$ cat src/rtl/pong_game_ctrl_if.sv
// Pong game-controller port bundle: tick/start/paddle inputs, ball/score/state outputs.
// The master side drives the game inputs; the slave side is the controller.
interface pong_game_ctrl_if;
  logic        tick;
  logic        start;
  logic [10:0] P1y;
  logic [10:0] P2y;
  logic [10:0] ball_x;
  logic [10:0] ball_y;
  logic [3:0]  p1_score;
  logic [3:0]  p2_score;
  logic [1:0]  state;
  logic        game_over;
  logic        last_point;

  modport master (
    output tick, start, P1y, P2y,
    input  ball_x, ball_y, p1_score, p2_score, state, game_over, last_point
  );

  modport slave (
    input  tick, start, P1y, P2y,
    output ball_x, ball_y, p1_score, p2_score, state, game_over, last_point
  );
endinterface

$ cat src/rtl/pong_game_ctrl.sv
// Pong game sequencer: ball motion, wall/paddle bounces, scoring and serve/play/over FSM.
// All outputs registered; ball position updates only on tick edges (SERVE holds it at centre).
module pong_game_ctrl #(
  parameter int LEFT_B      = 256,
  parameter int RIGHT_B     = 1024,
  parameter int TOP_B       = 128,
  parameter int BOTTOM_B    = 896,
  parameter int P1_X        = 266,
  parameter int P2_X        = 989,
  parameter int PAD_W       = 25,
  parameter int PAD_H       = 125,
  parameter int BALL_R      = 15,
  parameter int SPEED       = 4,
  parameter int CENTER_X    = 640,
  parameter int CENTER_Y    = 512,
  parameter int SERVE_TICKS = 8,
  parameter int WIN_SCORE   = 7
) (
  input  logic             clock,
  input  logic             reset,
  pong_game_ctrl_if.slave  bus
);

  typedef enum logic [1:0] {
    S_IDLE  = 2'd0,
    S_SERVE = 2'd1,
    S_PLAY  = 2'd2,
    S_OVER  = 2'd3
  } state_t;

  // Extra headroom bit keeps coordinate sums and paddle ranges from wrapping.
  typedef logic signed [12:0] coord_t;

  localparam coord_t C_LEFT   = coord_t'(LEFT_B);
  localparam coord_t C_RIGHT  = coord_t'(RIGHT_B);
  localparam coord_t C_TOP    = coord_t'(TOP_B);
  localparam coord_t C_BOT    = coord_t'(BOTTOM_B);
  localparam coord_t C_P1_EDGE = coord_t'(P1_X + PAD_W);
  localparam coord_t C_P2_X   = coord_t'(P2_X);
  localparam coord_t C_PAD_H  = coord_t'(PAD_H);
  localparam coord_t C_R      = coord_t'(BALL_R);
  localparam coord_t C_SPEED  = coord_t'(SPEED);

  localparam logic [10:0] CX        = 11'(CENTER_X);
  localparam logic [10:0] CY        = 11'(CENTER_Y);
  localparam logic [10:0] X_BOUNCE1 = 11'(P1_X + PAD_W + BALL_R);
  localparam logic [10:0] X_BOUNCE2 = 11'(P2_X - BALL_R);
  localparam logic [10:0] Y_TOP     = 11'(TOP_B + BALL_R);
  localparam logic [10:0] Y_BOT     = 11'(BOTTOM_B - BALL_R);

  localparam int                CNT_W      = $clog2(SERVE_TICKS) + 1;
  localparam logic [CNT_W-1:0]  SERVE_LAST = CNT_W'(SERVE_TICKS - 1);
  localparam logic [3:0]        WIN        = 4'(WIN_SCORE);

  state_t           state_q, state_d;
  logic [10:0]      x_q, x_d, y_q, y_d;
  logic             dx_q, dx_d, dy_q, dy_d;   // 0 = +1, 1 = -1
  logic [3:0]       p1_q, p1_d, p2_q, p2_d;
  logic             last_q, last_d;
  logic             over_q, over_d;
  logic [CNT_W-1:0] cnt_q, cnt_d;

  coord_t      nx, ny, p1_top, p1_bot, p2_top, p2_bot;
  logic        hit_l, hit_r, score_p1, score_p2;
  logic [10:0] wx, wy;
  logic        wdx, wdy;

  // Candidate next position and its collision outcome.
  always_comb begin
    nx     = coord_t'({2'b00, x_q}) + (dx_q ? -C_SPEED : C_SPEED);
    ny     = coord_t'({2'b00, y_q}) + (dy_q ? -C_SPEED : C_SPEED);
    p1_top = coord_t'({2'b00, bus.P1y});
    p1_bot = p1_top + C_PAD_H;
    p2_top = coord_t'({2'b00, bus.P2y});
    p2_bot = p2_top + C_PAD_H;

    hit_l    = dx_q && (nx - C_R <= C_P1_EDGE) && (ny >= p1_top) && (ny <= p1_bot);
    hit_r    = !dx_q && (nx + C_R >= C_P2_X) && (ny >= p2_top) && (ny <= p2_bot);
    score_p2 = !hit_l && !hit_r && (nx - C_R <= C_LEFT);
    score_p1 = !hit_l && !hit_r && !score_p2 && (nx + C_R >= C_RIGHT);

    wx  = nx[10:0];
    wdx = dx_q;
    if (hit_l) begin
      wdx = 1'b0;
      wx  = X_BOUNCE1;
    end else if (hit_r) begin
      wdx = 1'b1;
      wx  = X_BOUNCE2;
    end

    wy  = ny[10:0];
    wdy = dy_q;
    if (ny - C_R <= C_TOP) begin
      wdy = 1'b0;
      wy  = Y_TOP;
    end else if (ny + C_R >= C_BOT) begin
      wdy = 1'b1;
      wy  = Y_BOT;
    end
  end

  always_comb begin
    state_d = state_q;
    x_d     = x_q;
    y_d     = y_q;
    dx_d    = dx_q;
    dy_d    = dy_q;
    p1_d    = p1_q;
    p2_d    = p2_q;
    last_d  = last_q;
    cnt_d   = cnt_q;

    unique case (state_q)
      S_IDLE: begin
        x_d = CX;
        y_d = CY;
        if (bus.start) begin
          state_d = S_SERVE;
          cnt_d   = '0;
        end
      end
      S_SERVE: begin
        x_d = CX;
        y_d = CY;
        if (bus.tick) begin
          if (cnt_q == SERVE_LAST) state_d = S_PLAY;
          else                     cnt_d   = cnt_q + 1'b1;
        end
      end
      S_PLAY: begin
        if (bus.tick) begin
          if (score_p1 || score_p2) begin
            // Ball stays put this edge; SERVE recentres it on the next clock.
            dx_d   = score_p2;
            dy_d   = ~dy_q;
            last_d = score_p2;
            cnt_d  = '0;
            if (score_p1) p1_d = p1_q + 4'd1;
            else          p2_d = p2_q + 4'd1;
            state_d = ((score_p1 ? p1_d : p2_d) == WIN) ? S_OVER : S_SERVE;
          end else begin
            x_d  = wx;
            y_d  = wy;
            dx_d = wdx;
            dy_d = wdy;
          end
        end
      end
      S_OVER: begin
        if (bus.start) begin
          state_d = S_SERVE;
          p1_d    = '0;
          p2_d    = '0;
          x_d     = CX;
          y_d     = CY;
          cnt_d   = '0;
        end
      end
      default: state_d = S_IDLE;
    endcase

    over_d = (state_d == S_OVER);
  end

  always_ff @(posedge clock) begin
    if (reset) begin
      state_q <= S_IDLE;
      x_q     <= CX;
      y_q     <= CY;
      dx_q    <= 1'b0;
      dy_q    <= 1'b0;
      p1_q    <= '0;
      p2_q    <= '0;
      last_q  <= 1'b0;
      over_q  <= 1'b0;
      cnt_q   <= '0;
    end else begin
      state_q <= state_d;
      x_q     <= x_d;
      y_q     <= y_d;
      dx_q    <= dx_d;
      dy_q    <= dy_d;
      p1_q    <= p1_d;
      p2_q    <= p2_d;
      last_q  <= last_d;
      over_q  <= over_d;
      cnt_q   <= cnt_d;
    end
  end

  assign bus.ball_x     = x_q;
  assign bus.ball_y     = y_q;
  assign bus.p1_score   = p1_q;
  assign bus.p2_score   = p2_q;
  assign bus.state      = state_q;
  assign bus.game_over  = over_q;
  assign bus.last_point = last_q;

endmodule

$ cat src/flat_wrapper.sv
// flat-port wrapper written by rule: the top's interface ports become plain ports
module pong_game_ctrl_flat 
#(
  parameter int LEFT_B      = 256,
  parameter int RIGHT_B     = 1024,
  parameter int TOP_B       = 128,
  parameter int BOTTOM_B    = 896,
  parameter int P1_X        = 266,
  parameter int P2_X        = 989,
  parameter int PAD_W       = 25,
  parameter int PAD_H       = 125,
  parameter int BALL_R      = 15,
  parameter int SPEED       = 4,
  parameter int CENTER_X    = 640,
  parameter int CENTER_Y    = 512,
  parameter int SERVE_TICKS = 8,
  parameter int WIN_SCORE   = 7
)
  (clock, reset, bus_tick, bus_start, bus_P1y, bus_P2y, bus_ball_x, bus_ball_y, bus_p1_score, bus_p2_score, bus_state, bus_game_over, bus_last_point);
  pong_game_ctrl_if bus_i ();
  input  logic clock;
  input  logic reset;
  input wire logic [$bits(bus_i.tick)-1:0] bus_tick;
  input wire logic [$bits(bus_i.start)-1:0] bus_start;
  input wire logic [$bits(bus_i.P1y)-1:0] bus_P1y;
  input wire logic [$bits(bus_i.P2y)-1:0] bus_P2y;
  output wire logic [$bits(bus_i.ball_x)-1:0] bus_ball_x;
  output wire logic [$bits(bus_i.ball_y)-1:0] bus_ball_y;
  output wire logic [$bits(bus_i.p1_score)-1:0] bus_p1_score;
  output wire logic [$bits(bus_i.p2_score)-1:0] bus_p2_score;
  output wire logic [$bits(bus_i.state)-1:0] bus_state;
  output wire logic [$bits(bus_i.game_over)-1:0] bus_game_over;
  output wire logic [$bits(bus_i.last_point)-1:0] bus_last_point;
  assign bus_i.tick = bus_tick;
  assign bus_i.start = bus_start;
  assign bus_i.P1y = bus_P1y;
  assign bus_i.P2y = bus_P2y;
  assign bus_ball_x = bus_i.ball_x;
  assign bus_ball_y = bus_i.ball_y;
  assign bus_p1_score = bus_i.p1_score;
  assign bus_p2_score = bus_i.p2_score;
  assign bus_state = bus_i.state;
  assign bus_game_over = bus_i.game_over;
  assign bus_last_point = bus_i.last_point;
  pong_game_ctrl #(.LEFT_B(LEFT_B), .RIGHT_B(RIGHT_B), .TOP_B(TOP_B), .BOTTOM_B(BOTTOM_B), .P1_X(P1_X), .P2_X(P2_X), .PAD_W(PAD_W), .PAD_H(PAD_H), .BALL_R(BALL_R), .SPEED(SPEED), .CENTER_X(CENTER_X), .CENTER_Y(CENTER_Y), .SERVE_TICKS(SERVE_TICKS), .WIN_SCORE(WIN_SCORE)) u_core (.clock(clock), .reset(reset), .bus(bus_i));
endmodule
$ cat config.mk
export PLATFORM = sky130hd
export DESIGN_NAME = pong_game_ctrl_flat
export DESIGN_NICKNAME = d
export VERILOG_FILES = /design/src/rtl/pong_game_ctrl_if.sv /design/src/rtl/pong_game_ctrl.sv /design/src/flat_wrapper.sv
export SDC_FILE = /design/constraint.sdc
export NUM_CORES = 1
export LEC_CHECK = 0
export BUFFER_PORTS_ARGS = -buffer_cell sky130_fd_sc_hd__buf_2
export CAP_MARGIN = 20
export CORE_AREA = 2 2 87 131
export CTS_CLUSTER_DIAMETER = 40
export CTS_CLUSTER_SIZE = 20
export DETAILED_ROUTE_END_ITERATION = 8
export DIE_AREA = 0 0 89 133
export PLACE_DENSITY = 0.72
export SKIP_CTS_REPAIR_TIMING = 1
export SYNTH_ARGS = -nofsm -noshare
export SYNTH_HDL_FRONTEND = slang
export SYNTH_SLANG_ARGS = --single-unit
$ cat constraint.sdc
create_clock -name clock -period 12.8 [get_ports clock]
set_input_delay 1.92 -clock clock [delete_from_list [all_inputs] [get_ports clock]]
set_output_delay 1.92 -clock clock [all_outputs]
set_load 0.01 [all_outputs]
Word-level counts from Yosys, hierarchy flattened
Index checks and enable logic that the tools add are counted.
Cells by class
  $add $sub $neg: 11
  reductions and logical operators: 27
  muxes and demuxes: 48
  order comparisons: 10
  eq/ne operators: 13
  bitwise gates (word level): 1
Operators with widths (number)
  11-bit two-way mux: 10
  4-bit two-way mux: 18
  11-bit case mux with 3 select lines: 2
  12-bit by 13-bit adder with 13-bit output: 2
  13-bit by 5-bit adder with 13-bit output, second input constant: 2
  13-bit by 11-bit >= comparator with 1-bit output, second input constant: 2
  13-bit by 12-bit >= comparator with 1-bit output: 2
  13-bit by 10-bit <= comparator with 1-bit output, second input constant: 2
  13-bit <= comparator: 2
  13-bit two-way mux: 2
  13-bit by 5-bit subtractor with 13-bit output, second input constant: 2
  11-bit by 7-bit adder with 12-bit output, second input constant: 2
  4-bit case mux with 2 select lines: 2
  13-bit by 12-bit >= comparator with 1-bit output, second input constant: 1
  13-bit by 9-bit <= comparator with 1-bit output, second input constant: 1
  4-bit by 1-bit adder with 4-bit output, second input constant: 3
  2-bit two-way mux: 6
  4-bit case mux with 3 select lines: 1
  3-bit AND reduction: 4
  1-bit logical AND: 10
  2-bit != test, second input constant: 5
  4-bit by 3-bit equality test with 1-bit output, second input constant: 2
  2-bit equality test, second input constant: 3
  1-bit two-way mux: 6
  other kinds (12): 18
Storage, ports and cells
  bits in registers: 40

Depth between registers and ports, before layout
Gate-level depths: netlist of the first run.
  depth in word-level cells: 24
  depth in mapped cells: 20
  gate-level depth less buffers: 19

Worst setup path after synthesis of the first run
Ideal clock, no wire load.
  path kind: input-to-reg
  from: in bus_P1y[3]
  to: reg u_core.x_q[2] (netlist: u_core.bus.ball_x[2])
  arrival time: 5.047 ns
  path buffers: 2
  setup time: 0.128 ns
  slack: 7.626 ns
  stages: 15
  path through: nor4_1 > nand2_1 > nand2_1 > xnor2_1 > ha_1 > nand4_1 > or4_1 > a211oi_1 > or4b_1 > buf_6 > and2_4 > a31oi_4 > buf_6 > mux2i_1 > nor2_1
Between the ends
  cells in the longest elaborated chain, start to end: 12
  elaborated cells between the ends (all ways): 18
  classes of those cells: add/sub: 1; order compare: 2; eq/ne: 1; mux: 4; reduce/logical: 10
RTL lines
  start: declaration: RTL line flat_wrapper.sv:25  | input wire logic [$bits(bus_i.P1y)-1:0] bus_P1y;
  11-bit by 7-bit adder with 12-bit output or 13-bit by 12-bit >= comparator with 1-bit output (tied branches): RTL line pong_game_ctrl.sv:73, pong_game_ctrl.sv:77
  13-bit <= comparator or 1-bit logical AND (tied branches): RTL line pong_game_ctrl.sv:77  | hit_l = dx_q && (nx - C_R <= C_P1_EDGE) && (ny >= p1_top) && (ny <= p1_bot);
  1-bit logical AND (*): RTL line pong_game_ctrl.sv:77
  1-bit logical NOT: RTL line pong_game_ctrl.sv:79, pong_game_ctrl.sv:80
  1-bit logical AND: RTL line pong_game_ctrl.sv:79, pong_game_ctrl.sv:80
  1-bit logical AND: RTL line pong_game_ctrl.sv:79  | score_p2 = !hit_l && !hit_r && (nx - C_R <= C_LEFT);
  1-bit logical NOT: RTL line pong_game_ctrl.sv:80  | score_p1 = !hit_l && !hit_r && !score_p2 && (nx + C_R >= C_RIGHT);
  1-bit logical AND (2 in a row): RTL line pong_game_ctrl.sv:80
  1-bit logical OR: RTL line pong_game_ctrl.sv:133  | if (score_p1 || score_p2) begin
  2-bit != test (no line)
  3-bit AND reduction (no line)
  end signal: assignment: RTL line pong_game_ctrl.sv:169  | x_q <= CX;
  end signal: assignment: RTL line pong_game_ctrl.sv:180  | x_q <= x_d;
  end: declaration: RTL line pong_game_ctrl.sv:56  | logic [10:0] x_q, x_d, y_q, y_d;
Every way passes the cells marked *; elsewhere a longest branch is shown, timed or not. The select of a mux whose other input is x is not followed.
A chain may end at the register's enable or synchronous reset.

Worst setup path in the final report of the first run
  from: reg u_core.dy_q
  to: reg u_core.y_q[2] (netlist: u_core.bus.ball_y[2])
Between the ends
  cells in the longest elaborated chain, start to end: 14
  elaborated cells between the ends (all ways): 29
  classes of those cells: add/sub: 3; order compare: 6; eq/ne: 1; mux: 6; reduce/logical: 13
RTL lines
  start: declaration: RTL line pong_game_ctrl.sv:57  | logic dx_q, dx_d, dy_q, dy_d;
  start signal: assignment: RTL line pong_game_ctrl.sv:183  | dy_q <= dy_d;
  13-bit two-way mux (*): RTL line pong_game_ctrl.sv:71  | ny = coord_t'({2'b00, y_q}) + (dy_q ? -C_SPEED : C_SPEED);
  12-bit by 13-bit adder with 13-bit output (*): RTL line pong_game_ctrl.sv:71
  branches (longest 12 deep; another with 13-bit by 5-bit adder with 13-bit output)
  end signal: assignment: RTL line pong_game_ctrl.sv:181  | y_q <= y_d;
  end: declaration: RTL line pong_game_ctrl.sv:56
Mark *: on every way between the ends. The select of a mux whose other input is x is not followed.

==> key figures, run 1 <==
Final layout
  • P&R area growth vs syn: 10.8%
  • Layout cells sized above 1: 10.8%
  • Filler cell count: ~1,100
  • Nets: about 840
  • Antenna diodes: 0

Timing
  • Clock skew: between 0.003 and 0.004 ns
  • Endpoints failing hold: 0
  • Final Max Tran Viols: 0
  • Fin crit period: 5.89 ns
  • Worst slew pin tran: slightly below 0.9 ns
  • Slew HR: 40.2%
  • Final period utilization: between 40% and 50%
  • Endpoints failing setup: 0
  • Max Clk Rate: 170 MHz
  • RSZ-0062 raised after global routing: false
  • Post-route setup TNS: 0 ns

Synth
  • Post-synth top area share: ~20%
  • Post-synth EDFFs: 0
  • Sequential area share after synthesis: 15.0%
  • Post-synthesis adder-cell area fraction: 20.4%
  • Multiplexer share of the synthesized area: 1.37%
  • Syn avg cell area: 7.59 µm²
  • Post-synthesis compound-gate area fraction: 28.9%
  • Seq cells post-synth: 39
  • Cell count after synthesis: about 690
  • Async SR Flop Fraction: 0%
  • Synth Warn #: 0
  • Most numerous cell in the Yosys netlist: ha_1
  • Top FF cell, synth: dfxtp_1
  • Commonest cells in the netlist: 82 x ha_1, 56 x inv_1, 51 x a21oi_1, 49 x nor2_1, 45 x nand2_1
  • Main combinational cell family by area after synthesis: compound AO/OA/AOI/OAI gates
  • Library cells used by synthesis: 73
  • Largest cells by area after synthesis: ha_1 20%, dfxtp_1 15%, a21oi_1 4.9%, inv_1 4.0%, xnor2_1 4.0%
  • Synth area leader: ha_1
  • Syn nets: 797
  • Post-synthesis simple-gate area fraction: 22.2%
  • Post-synthesis xor/xnor area fraction: 5.88%
  • Post-Syn Area: between 5000 and 6000 µm²

GRT
  • Total track usage: 24.7%
  • Largest net degree at the start of global routing: 27
  • First-pass GRT wire length: 24,100 µm
  • Antenna violations before repair: 0
  • Global route overflow: 0
  • Number of global-route vias before repair: 5,211

Setup path
  • Setup crit end kind: flop
  • Critical path launch point: u_core.dy_q
  • Crit path cell chain: ha_1 > nand3_1 > a2111oi_0 > nor4_1 > nor3_1 > inv_1 > ha_1 > nand3_1 > or4_1 > a211oi_1 > or4b_1 > and2_4 > a31oi_4 > nor2_1 > o2bb2ai_1
  • CP max stage cell: dfxtp_1
  • R2R Setup Slk: 6.91 ns
  • Worst R2R Start: u_core.dy_q
  • Startpoint types: flop
  • Setup Crit Path Kind: reg -> reg
  • CP max FO: 18
  • Reg-to-reg endpoint: u_core.bus.ball_y[2]
  • WP data required: 12.96 ns
  • CP peak stage delay: 0.75 ns
  • CP endpoint: u_core.bus.ball_y[2]
  • Reg2Reg Depth: 15
  • Critical Path AT: 6.06 ns

CTS
  • CTS root buf: clkbuf_16
  • CTS tree: yes
  • Sink Count: 39
  • Clk buf depth: 2
  • Htree depth: 2
  • CTS buffer count: 5
  • Clock insertion delay at the later pin of the skew report: 0.28 ns
  • Clock transition at the registers of the reported paths: 0.06 ns

Power and ir drop
  • Clk pwr share: between 40% and 50%
  • Comb power frac: 17.7%
  • Pleak: 2.83 nW
  • Net Sw Frac: roughly 25%
  • Power share of the sequential group: 36.2%
  • Pint: 0.261 mW
  • VDD IR max: 0.0000539 V
  • Total power: 0.350 mW
  • Switching power of the nets: 0.0884 mW
  • Pwr dens: 60.5 nW/µm²

Die
  • Die height: 133 µm
  • Die width: 89 µm
  • Rows: 47
  • Initial Utilization: 48.2%
  • # IOs: 60
  • Core area: 10,800 µm²
  • DIE AREA: 11,800 µm²

Route
  • First drt pass iteration count: 5
  • Drt wl/cell: 16.8 µm
  • Vias per inst: around 6.2
  • Routed via count: approximately 5,400
  • WL final: ~15,000 µm
  • Number of remaining DRC errors: 0
  • Starting DRC count in detailed routing: 366
  • Antenna-violating nets left: 0

Placed design
  • Post-DP HPWL: 11,600 µm
  • IO buf count: 58
  • Routability cong.: 0.894

Worst hold path
  • Hold/Removal Path Class: reg -> reg

Run status
  • Status: finished, final reports clean

Job
  • Maxcap violations: 0
[how the worst min path moves through the flow]
stage / from / endpoint / slack, ns / cells past startpoint
final: u_core.cnt_q[1] / u_core.cnt_q[1] / 0.48 / 2
after global routing: u_core.cnt_q[1] / u_core.cnt_q[1] / 0.50 / 2
after CTS: u_core.cnt_q[1] / u_core.cnt_q[1] / 0.49 / 2
after detailed placement: u_core.cnt_q[1] / u_core.cnt_q[1] / 0.48 / 2
after global placement: u_core.cnt_q[1] / u_core.cnt_q[1] / 0.46 / 2
after floorplan: u_core.cnt_q[1] / u_core.cnt_q[1] / 0.45 / 2
[cell usage in the layout, fill, tap and decap left out, types with 8 or more instances in the layout]
cell type,n
a211oi_1,9
a21boi_0,9
a21o_1,19
a21oi_1,51
a31oi_1,13
buf_2,58
dfxtp_1,39
ha_1,82
inv_1,56
nand2_1,45
nand2b_1,9
nand3_1,31
nand4_1,13
nor2_1,49
nor2b_1,8
nor3_1,22
o21ai_0,37
o2bb2ai_1,8
xnor2_1,24
xor2_1,11
[sequential cells by signal, indices dropped and copies added, names as in the netlist, 2 cells and up]
signal               count
u_core.bus.ball_y       11
u_core.bus.p2_score      4
u_core.bus.state         2
u_core.bus.ball_x       10
u_core.bus.p1_score      4
u_core.cnt_q             4
[critical path: cells and delay by family, from the launching register on]
family,cells,cell delay [ns]
buffers and inverters,1,0.31
AND/OR/NAND/NOR,8,2.47
AO/OA/AOI/OAI,4,1.57
adder cells (fa/ha/maj),2,0.68
flip-flops,1,0.75
[per-stage QoR]
stage	cell area (µm²)	setup slack, ns	hold slack [ns]	instances	util [%]
5_1_grt	5780	6.56	0.498	881	53.4
4_1_cts	5780	6.96	0.490	881	53.4
6_report	5780	6.91	0.483	881	53.4
3_3_place_gp	5590	7.01	0.462	873	51.7
3_5_place_dp	5590	6.83	0.481	873	51.7
2_1_floorplan	5220	7.63	0.449	687	-
[cell families after synthesis]
group / Yosys count
mux: 7
compound gates: 218
flops: 39
simple gates: 226
xor+xnor: 35
buf+inv: 77
fa+ha+maj: 84
other cells: 1
[metal layers]
metal / wire [µm] / share of wire (%) / vias up / GRT usage, %
li1: - / - / 2645 / -
met1: 5950 / 40 / 2595 / 28.2
met2: 7760 / 53 / 179 / 46.0
met3: 664 / 4.5 / 30 / 2.68
met4: 396 / 2.7 / 0 / 8.04
met5: 0 / 0 / - / 0
[power by group through the flow]
| stage | Clock (mW) | Combinational, mW | Sequential (mW) |
|---|---|---|---|
| after floorplan | 0 | 0.0422 | 0.129 |
| after global placement | 0 | 0.0582 | 0.129 |
| after detailed placement | 0 | 0.0611 | 0.129 |
| after CTS | 0.161 | 0.0616 | 0.127 |
| after global routing | 0.167 | 0.0703 | 0.127 |
| final | 0.161 | 0.0620 | 0.127 |
[cell type report]
class / count / area (µm²) / share of cell area (%)
Clock buffer: 6 / 129 / 2.23
Clock inverter: 2 / 60.1 / 1.04
Inverter: 57 / 214 / 3.70
Multi-Input combinational cell: 571 / 4110 / 71.2
Sequential cell: 39 / 781 / 13.5
Tap cell: 147 / 184 / 3.18
Timing Repair Buffer: 59 / 298 / 5.15
Power figures use the tool's default switching activity.
==> inputs of run 2 (changes only) <==
==> constraint.sdc (replaced) <==
create_clock -name clock -period 5.7 [get_ports clock]
set_input_delay 0.855 -clock clock [delete_from_list [all_inputs] [get_ports clock]]
set_output_delay 0.855 -clock clock [all_outputs]
set_load 0.01 [all_outputs]
==> key figures, run 2 (same netlist as run 1, synthesis figures left out) <==
Route
  • First drt pass iteration count: 5 (unchanged)
  • Vias per inst: 6.25 (+1.1%)
  • Routed via count: 5,547 (+1.8%)
  • Antenna-violating nets left: 0 (unchanged)
  • WL final: 14,800 µm (+0.51%)
  • Starting DRC count in detailed routing: 304 (-17%)
  • Number of remaining DRC errors: 0 (unchanged)
  • Drt wl/cell: 16.7 µm (-0.17%)

Die
  • DIE AREA: 11,800 µm² (unchanged)
  • Rows: 47 (unchanged)
  • Die width: 89 µm (unchanged)
  • Die height: 133 µm (unchanged)
  • Core area: 10,800 µm² (unchanged)
  • Initial Utilization: 48.2% (unchanged)
  • # IOs: 60 (unchanged)

Final layout
  • Nets: 849 (+0.71%)
  • P&R area growth vs syn: 11.7%
  • Filler cell count: 1,065 (-3.5%)
  • Layout cells sized above 1: 11.6% (+0.86 points)
  • Commonest cells after routing, fill and taps aside: 82 x ha_1, 58 x buf_2, 56 x inv_1
  • Register area: 781 µm² (unchanged)
  • Antenna diodes: 0 (unchanged)
  • Footprint of the multi-input gates: 4110 µm² (unchanged)
  • Max reg flops: 11 (unchanged)
  • Most common cell after layout, fill and taps aside: ha_1

Timing
  • Setup ws final: 0.474 ns (-6.43 ns)
  • Post-route setup TNS: 0 ns (unchanged)
  • Slew HR: 48.5% (+8.3 points)
  • Worst slew pin tran: 0.772 ns (-0.122 ns)
  • RSZ-0062 raised after global routing: false
  • Max Clk Rate: 191 MHz (+13%)
  • Fin crit period: 5.23 ns (-0.669 ns)
  • Final period utilization: 91.7% (+46 points)
  • Clock skew: 0.00502 ns (+0.00128 ns)
  • Final Max Tran Viols: 0 (unchanged)
  • Endpoints failing hold: 0 (unchanged)
  • Endpoints failing setup: 0 (unchanged)

Placed design
  • IO buf count: 58 (unchanged)
  • Post-DP HPWL: 11,700 µm (+1.7%)
  • Routability cong.: 0.938 (+4.8%)
  • Setup Slack @ Placement: 0.553 ns (-6.28 ns)

Setup path
  • Worst R2R Start: u_core.dy_q
  • Startpoint types: flop
  • Reg-to-reg endpoint: u_core.bus.ball_y[3]
  • Setup crit end kind: flop
  • Critical Path AT: 5.39 ns (-0.67 ns)
  • R2R Setup Slk: 0.47 ns (-6.43 ns)
  • Setup Crit Path Kind: reg -> reg
  • Reg2Reg Depth: 15 (unchanged)
  • CP max FO: 18 (unchanged)
  • WP data required: 5.86 ns (-7.10 ns)

Worst hold path
  • Worst hold endpoint: u_core.bus.last_point
  • Hold depth: 2 (unchanged)
  • Hold/Removal Path Class: reg -> reg
  • HP Start: u_core.bus.last_point

CTS
  • CTS tree: yes
  • CTS root buf: clkbuf_16
  • Clock insertion delay at the later pin of the skew report: 0.29 ns (about the same)
  • Sink Count: 39 (unchanged)
  • Clock transition at the registers of the reported paths: 0.06 ns (about the same)
  • CTS buffer count: 5 (unchanged)
  • Htree depth: 2 (unchanged)
  • Clk buf depth: 2 (unchanged)

Run status
  • Status: finished, final reports clean

Power and ir drop
  • VDD IR max: 0.000174 V (+220%)
  • Pwr dens: 135 nW/µm² (+120%)
  • Pleak: 2.86 nW (+0.98%)
  • Total power: 0.789 mW (+130%)

GRT
  • Antenna violations before repair: 0 (unchanged)
  • Total track usage: 24.9% (+0.21 points)
  • Number of global-route vias before repair: 5,328 (+2.2%)
  • Largest net degree at the start of global routing: 27 (unchanged)
  • Global route overflow: 0 (unchanged)
  • First-pass GRT wire length: 24,200 µm (+0.60%)

Job
  • Maxcap violations: 0 (unchanged)
==> run 2: metal layers <==
metal | global-route usage, % | vias to the layer above | wire length (µm)
met2 | 45.4 | 196 | 7690
met3 | 1.93 | 43 | 668
met4 | 9.04 | 0 | 507
met1 | 29.5 | 2644 | 5980
li1 | - | 2664 | -
met5 | 0 | - | 0
==> run 2: how the worst max path moves through the flow <==
stage           startpoint              endpoint  slack [ns]  depth (start not counted)
2_1_floorplan  u_core.dy_q  u_core.bus.ball_x[2]        1.20                         17
3_3_place_gp   u_core.dy_q       u_core.cnt_q[0]        0.60                         17
3_5_place_dp   u_core.dy_q  u_core.bus.ball_x[5]        0.55                         15
4_1_cts        u_core.dy_q  u_core.bus.ball_y[3]        0.53                         16
5_1_grt        u_core.dy_q       u_core.cnt_q[0]        0.03                         18
6_report       u_core.dy_q  u_core.bus.ball_y[3]        0.47                         15
==> run 2: power by group <==
| part | switching [mW] | internal, mW |
|---|---|---|
| registers | 0.00683 | 0.277 |
| logic | 0.0800 | 0.0583 |
| clock network | 0.116 | 0.251 |
| total | 0.203 | 0.586 |
==> run 2: final cells by class <==
class / instances / share of cell area, %
multi-input combinational: 571 / 70.6
timing repair buffer: 65 / 5.88
clock buffer: 5 / 2.15
inverter: 57 / 3.67
tap: 147 / 3.16
clock inverter: 3 / 1.16
sequential: 39 / 13.4
==> run 2: metrics by stage <==
step / hold slack [ns] / utilization, % / area (µm²) / std cells
6_report: 0.495 / 53.9 / 5830 / 887
5_1_grt: 0.527 / 53.9 / 5830 / 887
4_1_cts: 0.493 / 53.9 / 5830 / 887
3_5_place_dp: 0.474 / 52.1 / 5640 / 879
3_3_place_gp: 0.469 / 52.1 / 5640 / 879
2_1_floorplan: 0.449 / - / 5220 / 687
==> run 2: critical path, cell delays in order (launching register included) <==
cell	delay, ns
dfxtp_1	0.73
ha_1	0.40
a21oi_1	0.28
inv_1	0.08
a31oi_1	0.22
xor2_1	0.34
inv_1	0.25
ha_1	0.36
nand2_1	0.05
or4_1	0.51
a211oi_1	0.27
or4b_1	0.52
and2_4	0.21
a31oi_4	0.47
nor2_1	0.24
o2bb2ai_1	0.18
